## src/rtl/axis_video_pkg.sv

```systemverilog
// Shared definitions for the AXI4-Stream video blocks: frame FSM encoding and
// stride normalisation.
package axis_video_pkg;

  typedef enum logic {
    WAIT_SOF = 1'b0,
    ACTIVE   = 1'b1
  } vid_state_e;

  localparam int STEP_MAX_BITS = 16;

  // A stride of 0 means "every pixel", i.e. the same as 1.
  function automatic logic [STEP_MAX_BITS-1:0] norm_step(input logic [STEP_MAX_BITS-1:0] s);
    return (s == '0) ? {{(STEP_MAX_BITS-1){1'b0}}, 1'b1} : s;
  endfunction

endpackage

```

## src/rtl/axis_window_v2_coord.sv

```systemverilog
// Pixel coordinate tracking for the window crop: row/col counters, stride
// phases, per-frame window shadow registers and the select/first/last flags.
module axis_window_v2_coord
  import axis_video_pkg::*;
#(
  parameter int C_IMG_WBITS = 12,
  parameter int C_IMG_HBITS = 12,
  parameter int C_STEP_BITS = 4
) (
  input  logic                   clk,
  input  logic                   resetn,
  input  logic                   proc_i,
  input  logic                   tuser_i,
  input  logic                   tlast_i,
  input  logic [C_IMG_WBITS-1:0] win_left_i,
  input  logic [C_IMG_HBITS-1:0] win_top_i,
  input  logic [C_IMG_WBITS-1:0] win_width_i,
  input  logic [C_IMG_HBITS-1:0] win_height_i,
  input  logic [C_STEP_BITS-1:0] win_hstep_i,
  input  logic [C_STEP_BITS-1:0] win_vstep_i,
  output logic                   sel_o,
  output logic                   first_o,
  output logic                   last_o
);

  localparam int XW = C_IMG_WBITS + 2;
  localparam int YW = C_IMG_HBITS + 2;

  logic [C_IMG_WBITS-1:0] left_q, width_q, col_q, col_d;
  logic [C_IMG_HBITS-1:0] top_q, height_q, row_q, row_d;
  logic [C_STEP_BITS-1:0] hstep_q, vstep_q, hph_q, hph_d, vph_q, vph_d;
  logic                   ff_q, ff_d;

  logic [C_IMG_WBITS-1:0] left_e, width_e, col_e;
  logic [C_IMG_HBITS-1:0] top_e, height_e, row_e;
  logic [C_STEP_BITS-1:0] hstep_e, vstep_e, hph_e, vph_e;
  logic                   ff_e;
  logic [XW-1:0]          col_x, left_x, h_end;
  logic [YW-1:0]          row_y, top_y, v_end;
  logic                   in_h, in_v;

  // The SOF beat itself already sees the new window and a zeroed position.
  always_comb begin
    left_e   = tuser_i ? win_left_i   : left_q;
    top_e    = tuser_i ? win_top_i    : top_q;
    width_e  = tuser_i ? win_width_i  : width_q;
    height_e = tuser_i ? win_height_i : height_q;
    hstep_e  = tuser_i ? C_STEP_BITS'(norm_step(STEP_MAX_BITS'(win_hstep_i))) : hstep_q;
    vstep_e  = tuser_i ? C_STEP_BITS'(norm_step(STEP_MAX_BITS'(win_vstep_i))) : vstep_q;
    col_e    = tuser_i ? '0 : col_q;
    row_e    = tuser_i ? '0 : row_q;
    hph_e    = tuser_i ? '0 : hph_q;
    vph_e    = tuser_i ? '0 : vph_q;
    ff_e     = tuser_i | ff_q;

    col_x  = XW'(col_e);
    left_x = XW'(left_e);
    h_end  = XW'(left_e) + XW'(width_e);
    row_y  = YW'(row_e);
    top_y  = YW'(top_e);
    v_end  = YW'(top_e) + YW'(height_e);

    in_h    = (col_x >= left_x) && (col_x < h_end);
    in_v    = (row_y >= top_y) && (row_y < v_end);
    sel_o   = in_h && in_v && (hph_e == '0) && (vph_e == '0);
    first_o = sel_o && ff_e;
    last_o  = sel_o && (tlast_i || ((col_x + XW'(hstep_e)) >= h_end));
  end

  always_comb begin
    col_d = col_e;
    row_d = row_e;
    hph_d = hph_e;
    vph_d = vph_e;
    ff_d  = ff_e && !sel_o;
    if (tlast_i) begin
      col_d = '0;
      hph_d = '0;
      row_d = (row_e == '1) ? row_e : row_e + 1'b1;
      if (row_y >= top_y)
        vph_d = (vph_e == vstep_e - 1'b1) ? '0 : vph_e + 1'b1;
      else
        vph_d = '0;
    end else begin
      col_d = (col_e == '1) ? col_e : col_e + 1'b1;
      if (col_x >= left_x)
        hph_d = (hph_e == hstep_e - 1'b1) ? '0 : hph_e + 1'b1;
      else
        hph_d = '0;
    end
  end

  always_ff @(posedge clk) begin
    if (!resetn) begin
      left_q   <= '0;
      top_q    <= '0;
      width_q  <= '0;
      height_q <= '0;
      hstep_q  <= '0;
      vstep_q  <= '0;
      col_q    <= '0;
      row_q    <= '0;
      hph_q    <= '0;
      vph_q    <= '0;
      ff_q     <= 1'b0;
    end else if (proc_i) begin
      left_q   <= left_e;
      top_q    <= top_e;
      width_q  <= width_e;
      height_q <= height_e;
      hstep_q  <= hstep_e;
      vstep_q  <= vstep_e;
      col_q    <= col_d;
      row_q    <= row_d;
      hph_q    <= hph_d;
      vph_q    <= vph_d;
      ff_q     <= ff_d;
    end
  end

endmodule

```

## src/rtl/axis_window_v2.sv

```systemverilog
// AXI4-Stream video window crop with integer decimation; frame FSM, handshake
// and a single registered output stage.
module axis_window_v2
  import axis_video_pkg::*;
#(
  parameter int C_PIXEL_WIDTH = 8,
  parameter int C_IMG_WBITS   = 12,
  parameter int C_IMG_HBITS   = 12,
  parameter int C_STEP_BITS   = 4
) (
  input  logic                     clk,
  input  logic                     resetn,
  input  logic [C_IMG_WBITS-1:0]   win_left,
  input  logic [C_IMG_HBITS-1:0]   win_top,
  input  logic [C_IMG_WBITS-1:0]   win_width,
  input  logic [C_IMG_HBITS-1:0]   win_height,
  input  logic [C_STEP_BITS-1:0]   win_hstep,
  input  logic [C_STEP_BITS-1:0]   win_vstep,
  input  logic [C_PIXEL_WIDTH-1:0] s_axis_tdata,
  input  logic                     s_axis_tuser,
  input  logic                     s_axis_tlast,
  input  logic                     s_axis_tvalid,
  output logic                     s_axis_tready,
  output logic [C_PIXEL_WIDTH-1:0] m_axis_tdata,
  output logic                     m_axis_tuser,
  output logic                     m_axis_tlast,
  output logic                     m_axis_tvalid,
  input  logic                     m_axis_tready
);

  vid_state_e               state_q, state_d;
  logic                     acc, proc, sel, first, last, load;
  logic [C_PIXEL_WIDTH-1:0] data_q, data_d;
  logic                     user_q, user_d, last_q, last_d, vld_q, vld_d;

  assign s_axis_tready = !vld_q || m_axis_tready;
  assign acc           = s_axis_tvalid && s_axis_tready;

  axis_window_v2_coord #(
    .C_IMG_WBITS (C_IMG_WBITS),
    .C_IMG_HBITS (C_IMG_HBITS),
    .C_STEP_BITS (C_STEP_BITS)
  ) u_coord (
    .clk          (clk),
    .resetn       (resetn),
    .proc_i       (proc),
    .tuser_i      (s_axis_tuser),
    .tlast_i      (s_axis_tlast),
    .win_left_i   (win_left),
    .win_top_i    (win_top),
    .win_width_i  (win_width),
    .win_height_i (win_height),
    .win_hstep_i  (win_hstep),
    .win_vstep_i  (win_vstep),
    .sel_o        (sel),
    .first_o      (first),
    .last_o       (last)
  );

  always_comb begin
    state_d = state_q;
    proc    = 1'b0;
    case (state_q)
      WAIT_SOF: begin
        if (acc && s_axis_tuser) begin
          state_d = ACTIVE;
          proc    = 1'b1;
        end
      end
      ACTIVE: proc = acc;
      default: state_d = WAIT_SOF;
    endcase
  end

  always_ff @(posedge clk) begin
    if (!resetn) state_q <= WAIT_SOF;
    else         state_q <= state_d;
  end

  // Output stage: reloads whenever the slot is free, holds while stalled.
  always_comb begin
    load   = proc && sel;
    vld_d  = vld_q;
    data_d = data_q;
    user_d = user_q;
    last_d = last_q;
    if (s_axis_tready) begin
      vld_d = load;
      if (load) begin
        data_d = s_axis_tdata;
        user_d = first;
        last_d = last;
      end
    end
  end

  always_ff @(posedge clk) begin
    if (!resetn) begin
      vld_q  <= 1'b0;
      data_q <= '0;
      user_q <= 1'b0;
      last_q <= 1'b0;
    end else begin
      vld_q  <= vld_d;
      data_q <= data_d;
      user_q <= user_d;
      last_q <= last_d;
    end
  end

  assign m_axis_tvalid = vld_q;
  assign m_axis_tdata  = data_q;
  assign m_axis_tuser  = user_q;
  assign m_axis_tlast  = last_q;

endmodule

```

## config.mk

```make
export PLATFORM = sky130hd
export DESIGN_NAME = axis_window_v2
export DESIGN_NICKNAME = d
export VERILOG_FILES = /design/src/rtl/axis_video_pkg.sv /design/src/rtl/axis_window_v2_coord.sv /design/src/rtl/axis_window_v2.sv
export SDC_FILE = /design/constraint.sdc
export NUM_CORES = 1
export LEC_CHECK = 0
export ABC_AREA = 1
export BUFFER_PORTS_ARGS = -buffer_cell sky130_fd_sc_hd__clkbuf_2
export CAP_MARGIN = 20
export CORE_MARGIN = 2
export CORE_UTILIZATION = 50
export DETAILED_ROUTE_END_ITERATION = 10
export GPL_TIMING_DRIVEN = 0
export HOLD_SLACK_MARGIN = 0.05
export PLACE_DENSITY = 0.8
export SYNTH_ARGS = -nofsm -noshare
export SYNTH_HDL_FRONTEND = slang
export SYNTH_HIERARCHICAL = 1
export SYNTH_SLANG_ARGS = --single-unit
```

## constraint.sdc

```tcl
create_clock -name clk -period 8.7 [get_ports clk]
set_input_delay 1.74 -clock clk [delete_from_list [all_inputs] [get_ports clk]]
set_output_delay 1.74 -clock clk [all_outputs]
set_load 0.02 [all_outputs]
```

Yosys cells after proc, flatten, opt, wreduce, memory -nomap -nowiden
Index checks and enable logic that the tools add are counted.
{"block": "word_totals", "register_bits": 101, "in_bits": 70, "out_inout_bits": 12, "elab_cells": 81}
{"block": "op_classes", "n_addsub": 9, "order_cmp": 5, "eq_ne": 4, "mux": 25, "n_bitwise": 2, "n_reduce_logical": 20}
{"operator": "$mux 12", "n": 10}
{"operator": "$mux 4", "n": 12}
{"operator": "$lt 12x14->1", "n": 2}
{"operator": "$add 12x12->13", "n": 2}
{"operator": "$add 12x1->12 const B", "n": 2}
{"operator": "$eq 12x12->1 const B", "n": 2}
{"operator": "$ge 12x12->1", "n": 2}
{"operator": "$logic_not 4->1", "n": 4}
{"operator": "$ge 14x14->1", "n": 1}
{"operator": "$add 12x4->13", "n": 1}
{"operator": "$logic_and 1x1->1", "n": 11}
{"operator": "$add 4x1->4 const B", "n": 2}
{"operator": "$eq 4x4->1", "n": 2}
{"operator": "$sub 4x1->4 const B", "n": 2}
{"operator": "$logic_not 1->1", "n": 2}
{"operator": "$logic_or 1x1->1", "n": 2}
{"operator": "$mux 1", "n": 2}
{"operator": "$pmux 1 s2", "n": 1}
{"operator": "$reduce_and 2->1", "n": 1}
{"operator": "$not 1->1", "n": 1}
{"operator": "$or 1x1->1", "n": 1}

Longest topological paths before layout
{"block": "depth", "ltp_word": 9, "depth_mapped": 31, "ltp_nobuf": 27}

By module
Netlist, hierarchy kept.
{"module": "axis_window_v2_coord", "instances": 1, "cells_per_inst": 1164, "area_per_inst_um2": 7742.4, "seq_area_each_um2": 1781.7}
{"module": "axis_window_v2", "instances": 1, "cells_per_inst": 80, "area_per_inst_um2": 576.8, "seq_area_each_um2": 240.2}

Worst setup path after synthesis
OpenSTA, ideal clock, no wires.
{"block": "synth_path", "path_kind": "input -> register", "from": "input port s_axis_tuser", "to": "register data_q[1], in the netlist m_axis_tdata[1]", "setup_time_ns": 0.113, "t_arrival_ns": 5.420, "required_ns": 8.587, "setup_slack_ns": 3.167, "cell_stages": 27, "path_buffers": 5, "path_cell_list": "buf_6 inv_6 buf_12 buf_2 clkbuf_1 or2_2 o21ai_0 inv_1 fa_1 nand3_1 nand3_1 a21oi_1 xor2_1 ha_1 a21oi_1 nor2_1 nor3_1 nand2_1 a21oi_1 nand2_1 nand2_1 nand3_1 inv_1 clkbuf_1 nand4_1 nand2_1 nor2_1"}
{"block": "synth_via", "elab_chain_cells": 9, "elab_cells_between_ends": 26, "cone_classes": "add/sub: 2; order compare: 4; mux: 10; reduce/logical: 10"}
{"element": "from (decl)", "line": "axis_window_v2.sv:20", "text": "input logic s_axis_tuser,"}
{"element": "$mux 12 *", "line": "axis_window_v2_coord.sv:44", "text": "left_e = tuser_i ? win_left_i : left_q;"}
{"element": "via u_coord.left_e[1]", "line": "axis_window_v2_coord.sv:34", "text": "logic [C_IMG_WBITS-1:0] left_e, width_e, col_e;"}
{"element": "$add 12x12->13", "line": "axis_window_v2_coord.sv:58", "text": "h_end = XW'(left_e) + XW'(width_e);"}
{"element": "$lt 12x14->1", "line": "axis_window_v2_coord.sv:63", "text": "in_h = (col_x >= left_x) && (col_x < h_end);"}
{"element": "$logic_and 1x1->1 *", "line": "axis_window_v2_coord.sv:63"}
{"element": "$logic_and 1x1->1 * (3 in a row)", "line": "axis_window_v2_coord.sv:65", "text": "sel_o = in_h && in_v && (hph_e == '0) && (vph_e == '0);"}
{"element": "via sel", "line": "axis_window_v2.sv:32", "text": "logic acc, proc, sel, first, last, load;"}
{"element": "$logic_and 1x1->1 *", "line": "axis_window_v2.sv:82", "text": "load = proc && sel;"}
{"element": "$reduce_and 2->1 (no line) *"}
{"element": "to (signal assigned)", "line": "axis_window_v2.sv:105", "text": "data_q <= data_d;"}
{"element": "to (decl)", "line": "axis_window_v2.sv:33", "text": "logic [C_PIXEL_WIDTH-1:0] data_q, data_d;"}
Mark *: on every way through the listed nets, which the timed path passes. The rest lies on a longest branch.
A chain may end at the register's enable or synchronous reset.

Worst setup path in the final report
{"block": "layout_path", "from": "input port s_axis_tuser", "to": "register user_q, in the netlist m_axis_tuser"}
{"block": "layout_via", "elab_chain_cells": 9, "elab_cells_between_ends": 28, "cone_classes": "add/sub: 2; order compare: 4; mux: 10; bitwise: 1; reduce/logical: 11"}
{"element": "$mux 12 *", "line": "axis_window_v2_coord.sv:45", "text": "top_e = tuser_i ? win_top_i : top_q;"}
{"element": "via u_coord.top_e[0]", "line": "axis_window_v2_coord.sv:35", "text": "logic [C_IMG_HBITS-1:0] top_e, height_e, row_e;"}
{"element": "$add 12x12->13", "line": "axis_window_v2_coord.sv:61", "text": "v_end = YW'(top_e) + YW'(height_e);"}
{"element": "$lt 12x14->1", "line": "axis_window_v2_coord.sv:64", "text": "in_v = (row_y >= top_y) && (row_y < v_end);"}
{"element": "$logic_and 1x1->1 *", "line": "axis_window_v2_coord.sv:64"}
{"element": "$logic_and 1x1->1 * (3 in a row)", "line": "axis_window_v2_coord.sv:65"}
{"element": "via sel", "line": "axis_window_v2.sv:32"}
{"element": "$logic_and 1x1->1", "line": "axis_window_v2.sv:82"}
{"element": "$reduce_and 2->1 (no line)"}
{"element": "to (signal assigned)", "line": "axis_window_v2.sv:106", "text": "user_q <= user_d;"}
{"element": "to (decl)", "line": "axis_window_v2.sv:34", "text": "logic user_q, user_d, last_q, last_d, vld_q, vld_d;"}
Marked as above.

==> summary.txt <==
Die Height - 133.0 um
GRT Total Usage - 0.2553
Setup-failing EPs final - 0
Die width - 133.0 um
FF-to-FF setup slack - 4.41 ns
# placed instances - 1545
Post-CTS Setup Repair Bufs - 0
Die area - 17690 um^2
Top_reg_cell synth - dfxtp_1
EDFF count, synth - 0
Setup WS post-layout - 2.163 ns
Worst hold slack - 0.4542 ns
Vias in the first global route - 7815
Non-Filler Instances - 1561
Final worst path period share - 0.7514
Vias per cell - 5.281
Critical path depth in cells - 31
Slowest library cell on the worst path - clkbuf_1
N_diodes - 0
Setup TNS - 0 ns
Max stage delay on crit path - 0.44 ns
Reg-to-reg startpoint - u_coord/top_q[1]$_SDFFE_PN0P_
Fill count - 1582
First-pass GRT wire length - 36.71 mm
Slew Viols, Final - 0
Synth Area per Inst - 6.687 um^2
Buffers on Ports - 81
GR Util met2 - 0.4516
Power per cell area - 135.0 nW/um^2
H-tree lvl count - 3
Num CTS Buffers - 9
Setup CP Type - in -> reg
Met3 usage - 0.03755
CTS sink cnt - 101
Worst path most repeated cell - nand2_1
Post-CTS Hold Fix Bufs - 0
Crit start category - primary input
Cells after Synth - 1244
CP arrival - 6.79 ns
IO Count - 82
Yosys reg bits - 101
Grt ovf - 0
Status - completed
RSZ-0062 raised after global routing - false
Crit path max fanout - 10
CP Data Required Time - 8.96 ns
Routability Congestion - 0.9153
Count of cell types in the netlist - 53
Fmax achieved - 153.0 MHz
Clock Skews - 0.007259 ns
Dpl ws - 1.858 ns
Final hold violations - 0
Most frequent cells in the layout - nand2_1, nor2_1, inv_1, a21oi_1, dfxtp_1
Commonest non-fill, non-tap cell in the layout - nand2_1
CTS-repair resized insts - 0
TritonCTS clock tree - done
Initial antenna violation count - 0
DRC - 0
Max clock buf depth - 2
P_leak - 0.004532 uW
Grt peak-use layer - met2
Sequential area share after synthesis - 0.2430
Normalized max-slew margin - 0.5315
Layout cells sized above 1 - 0.1402
Final HPWL from detailed placement - 17.67 mm
Min cycle time layout - 6.537 ns
Routed wire length - 22.31 mm
Via count - 8244
R2r endpoint - m_axis_tuser$_SDFFE_PN0P_
Worst skew pair latency - 0.35 ns
Root buffer cell - clkbuf_16
Post-Syn Nets - 1410
Type of the worst min-delay path - reg -> reg
Mapped cell area - 8319 um^2
WP buf/inv - 8
Maximum VDD drop - 0.1029 mV
Clock transition at path regs - 0.07 ns
Yosys warns - 6
Asr flop ratio synth - 0
ANT nets after route - 0
Worst Reg-to-Reg Cells - 24
Worst setup path endpoint - m_axis_tuser$_SDFFE_PN0P_
Max Cap Viol - 0
Worst Setup SP - s_axis_tuser
Largest net degree at the start of global routing - 17
CP delay by family, top - buffers and inverters
DR iter-0 viols - 476
WL per Instance - 14.29 um
Crit. End Element - flip-flop
Area grow syn2layout - 11.93%
Initial core utilization - 0.5071
Worst-margin pin slew - 0.7002 ns
Nets@finish - 1502
Core area - 16410 um^2
Rows - 47
First-pass DRT Iterations - 5
GRT met1 Usage - 0.3132
## state kept, by name, indices dropped and copies added (netlist names), 8 cells and up
name / count
u_coord/width_q: 12
u_coord/height_q: 12
m_axis_tdata: 8
u_coord/left_q: 12
u_coord/col_q: 12
u_coord/top_q: 12
u_coord/row_q: 12
## stage by stage
step	instance area, um^2	total power [uW]	utilization
final	9311	1257	0.5675
after global routing	9311	1334	0.5675
after detailed placement	9000	839.9	0.5485
after floorplan	8319	746.3	-
after CTS	9311	1264	0.5675
after global placement	9000	829.4	0.5485
## logic make-up after synthesis
family	synth area share
DFF	0.2430
and+or+nand+nor	0.2991
AOI/OAI and AO/OA	0.1617
adders and majority gates	0.1471
xor gates and xnor gates	0.05053
buffers and inverters	0.09851
## power by group
group          total [uW]  internal, uW  switching [uW]
clock                 423           241             183
combinational         344           126             218
sequential            489           481            8.26
total                1260           848             409
## per-layer routing
metal  part of all wire  routed length, um
met3              0.055               1226
met5                  0                  0
met4              0.023                510
met2               0.49              10870
met1               0.43               9702
## worst min-delay path, stage by stage, from the launching register on
cell     delay [ns]
dfxtp_1        0.30
inv_1          0.06
a21oi_1        0.06
## cells in the mapped netlist, types with 14 or more instances
| cell type | number | share of area |
|---|---|---|
| a21oi_1 | 101 | 0.061 |
| nand4_1 | 23 | 0.017 |
| xor2_1 | 36 | 0.038 |
| o21ai_0 | 100 | 0.060 |
| dfxtp_1 | 101 | 0.24 |
| nand3_1 | 47 | 0.028 |
| or2_2 | 22 | 0.017 |
| clkbuf_1 | 23 | 0.010 |
| nand2_1 | 244 | 0.11 |
| nor2_1 | 162 | 0.073 |
| ha_1 | 93 | 0.14 |
| buf_2 | 14 | 0.0084 |
| inv_1 | 147 | 0.066 |
## final cells by class
| cell class | count | area (um^2) | share of cell area |
|---|---|---|---|
| repair buffers | 81 | 405.4 | 0.04354 |
| flip-flops and latches | 101 | 2022 | 0.2171 |
| well taps | 220 | 275.3 | 0.02956 |
| clock buffers | 12 | 256.5 | 0.02755 |
| inverters | 157 | 594.3 | 0.06383 |
| multi-input cells | 943 | 5478 | 0.5883 |
| clock inverters | 4 | 55.05 | 0.005912 |
| plain buffers | 43 | 225.2 | 0.02419 |
## worst min path at each step
stage / startpoint / to / slack [ns] / cells after the start
2_1_floorplan: u_coord/height_q[10]$_SDFFE_PN0P_ / u_coord/height_q[10]$_SDFFE_PN0P_ / 0.42 / 2
4_1_cts: u_coord/height_q[7]$_SDFFE_PN0P_ / u_coord/height_q[7]$_SDFFE_PN0P_ / 0.45 / 2
3_3_place_gp: u_coord/height_q[6]$_SDFFE_PN0P_ / u_coord/height_q[6]$_SDFFE_PN0P_ / 0.43 / 2
3_5_place_dp: u_coord/height_q[7]$_SDFFE_PN0P_ / u_coord/height_q[7]$_SDFFE_PN0P_ / 0.44 / 2
6_report: u_coord/height_q[8]$_SDFFE_PN0P_ / u_coord/height_q[8]$_SDFFE_PN0P_ / 0.45 / 2
5_1_grt: u_coord/height_q[7]$_SDFFE_PN0P_ / u_coord/height_q[7]$_SDFFE_PN0P_ / 0.46 / 2
No activity file was read; power rests on OpenSTA's default activity.
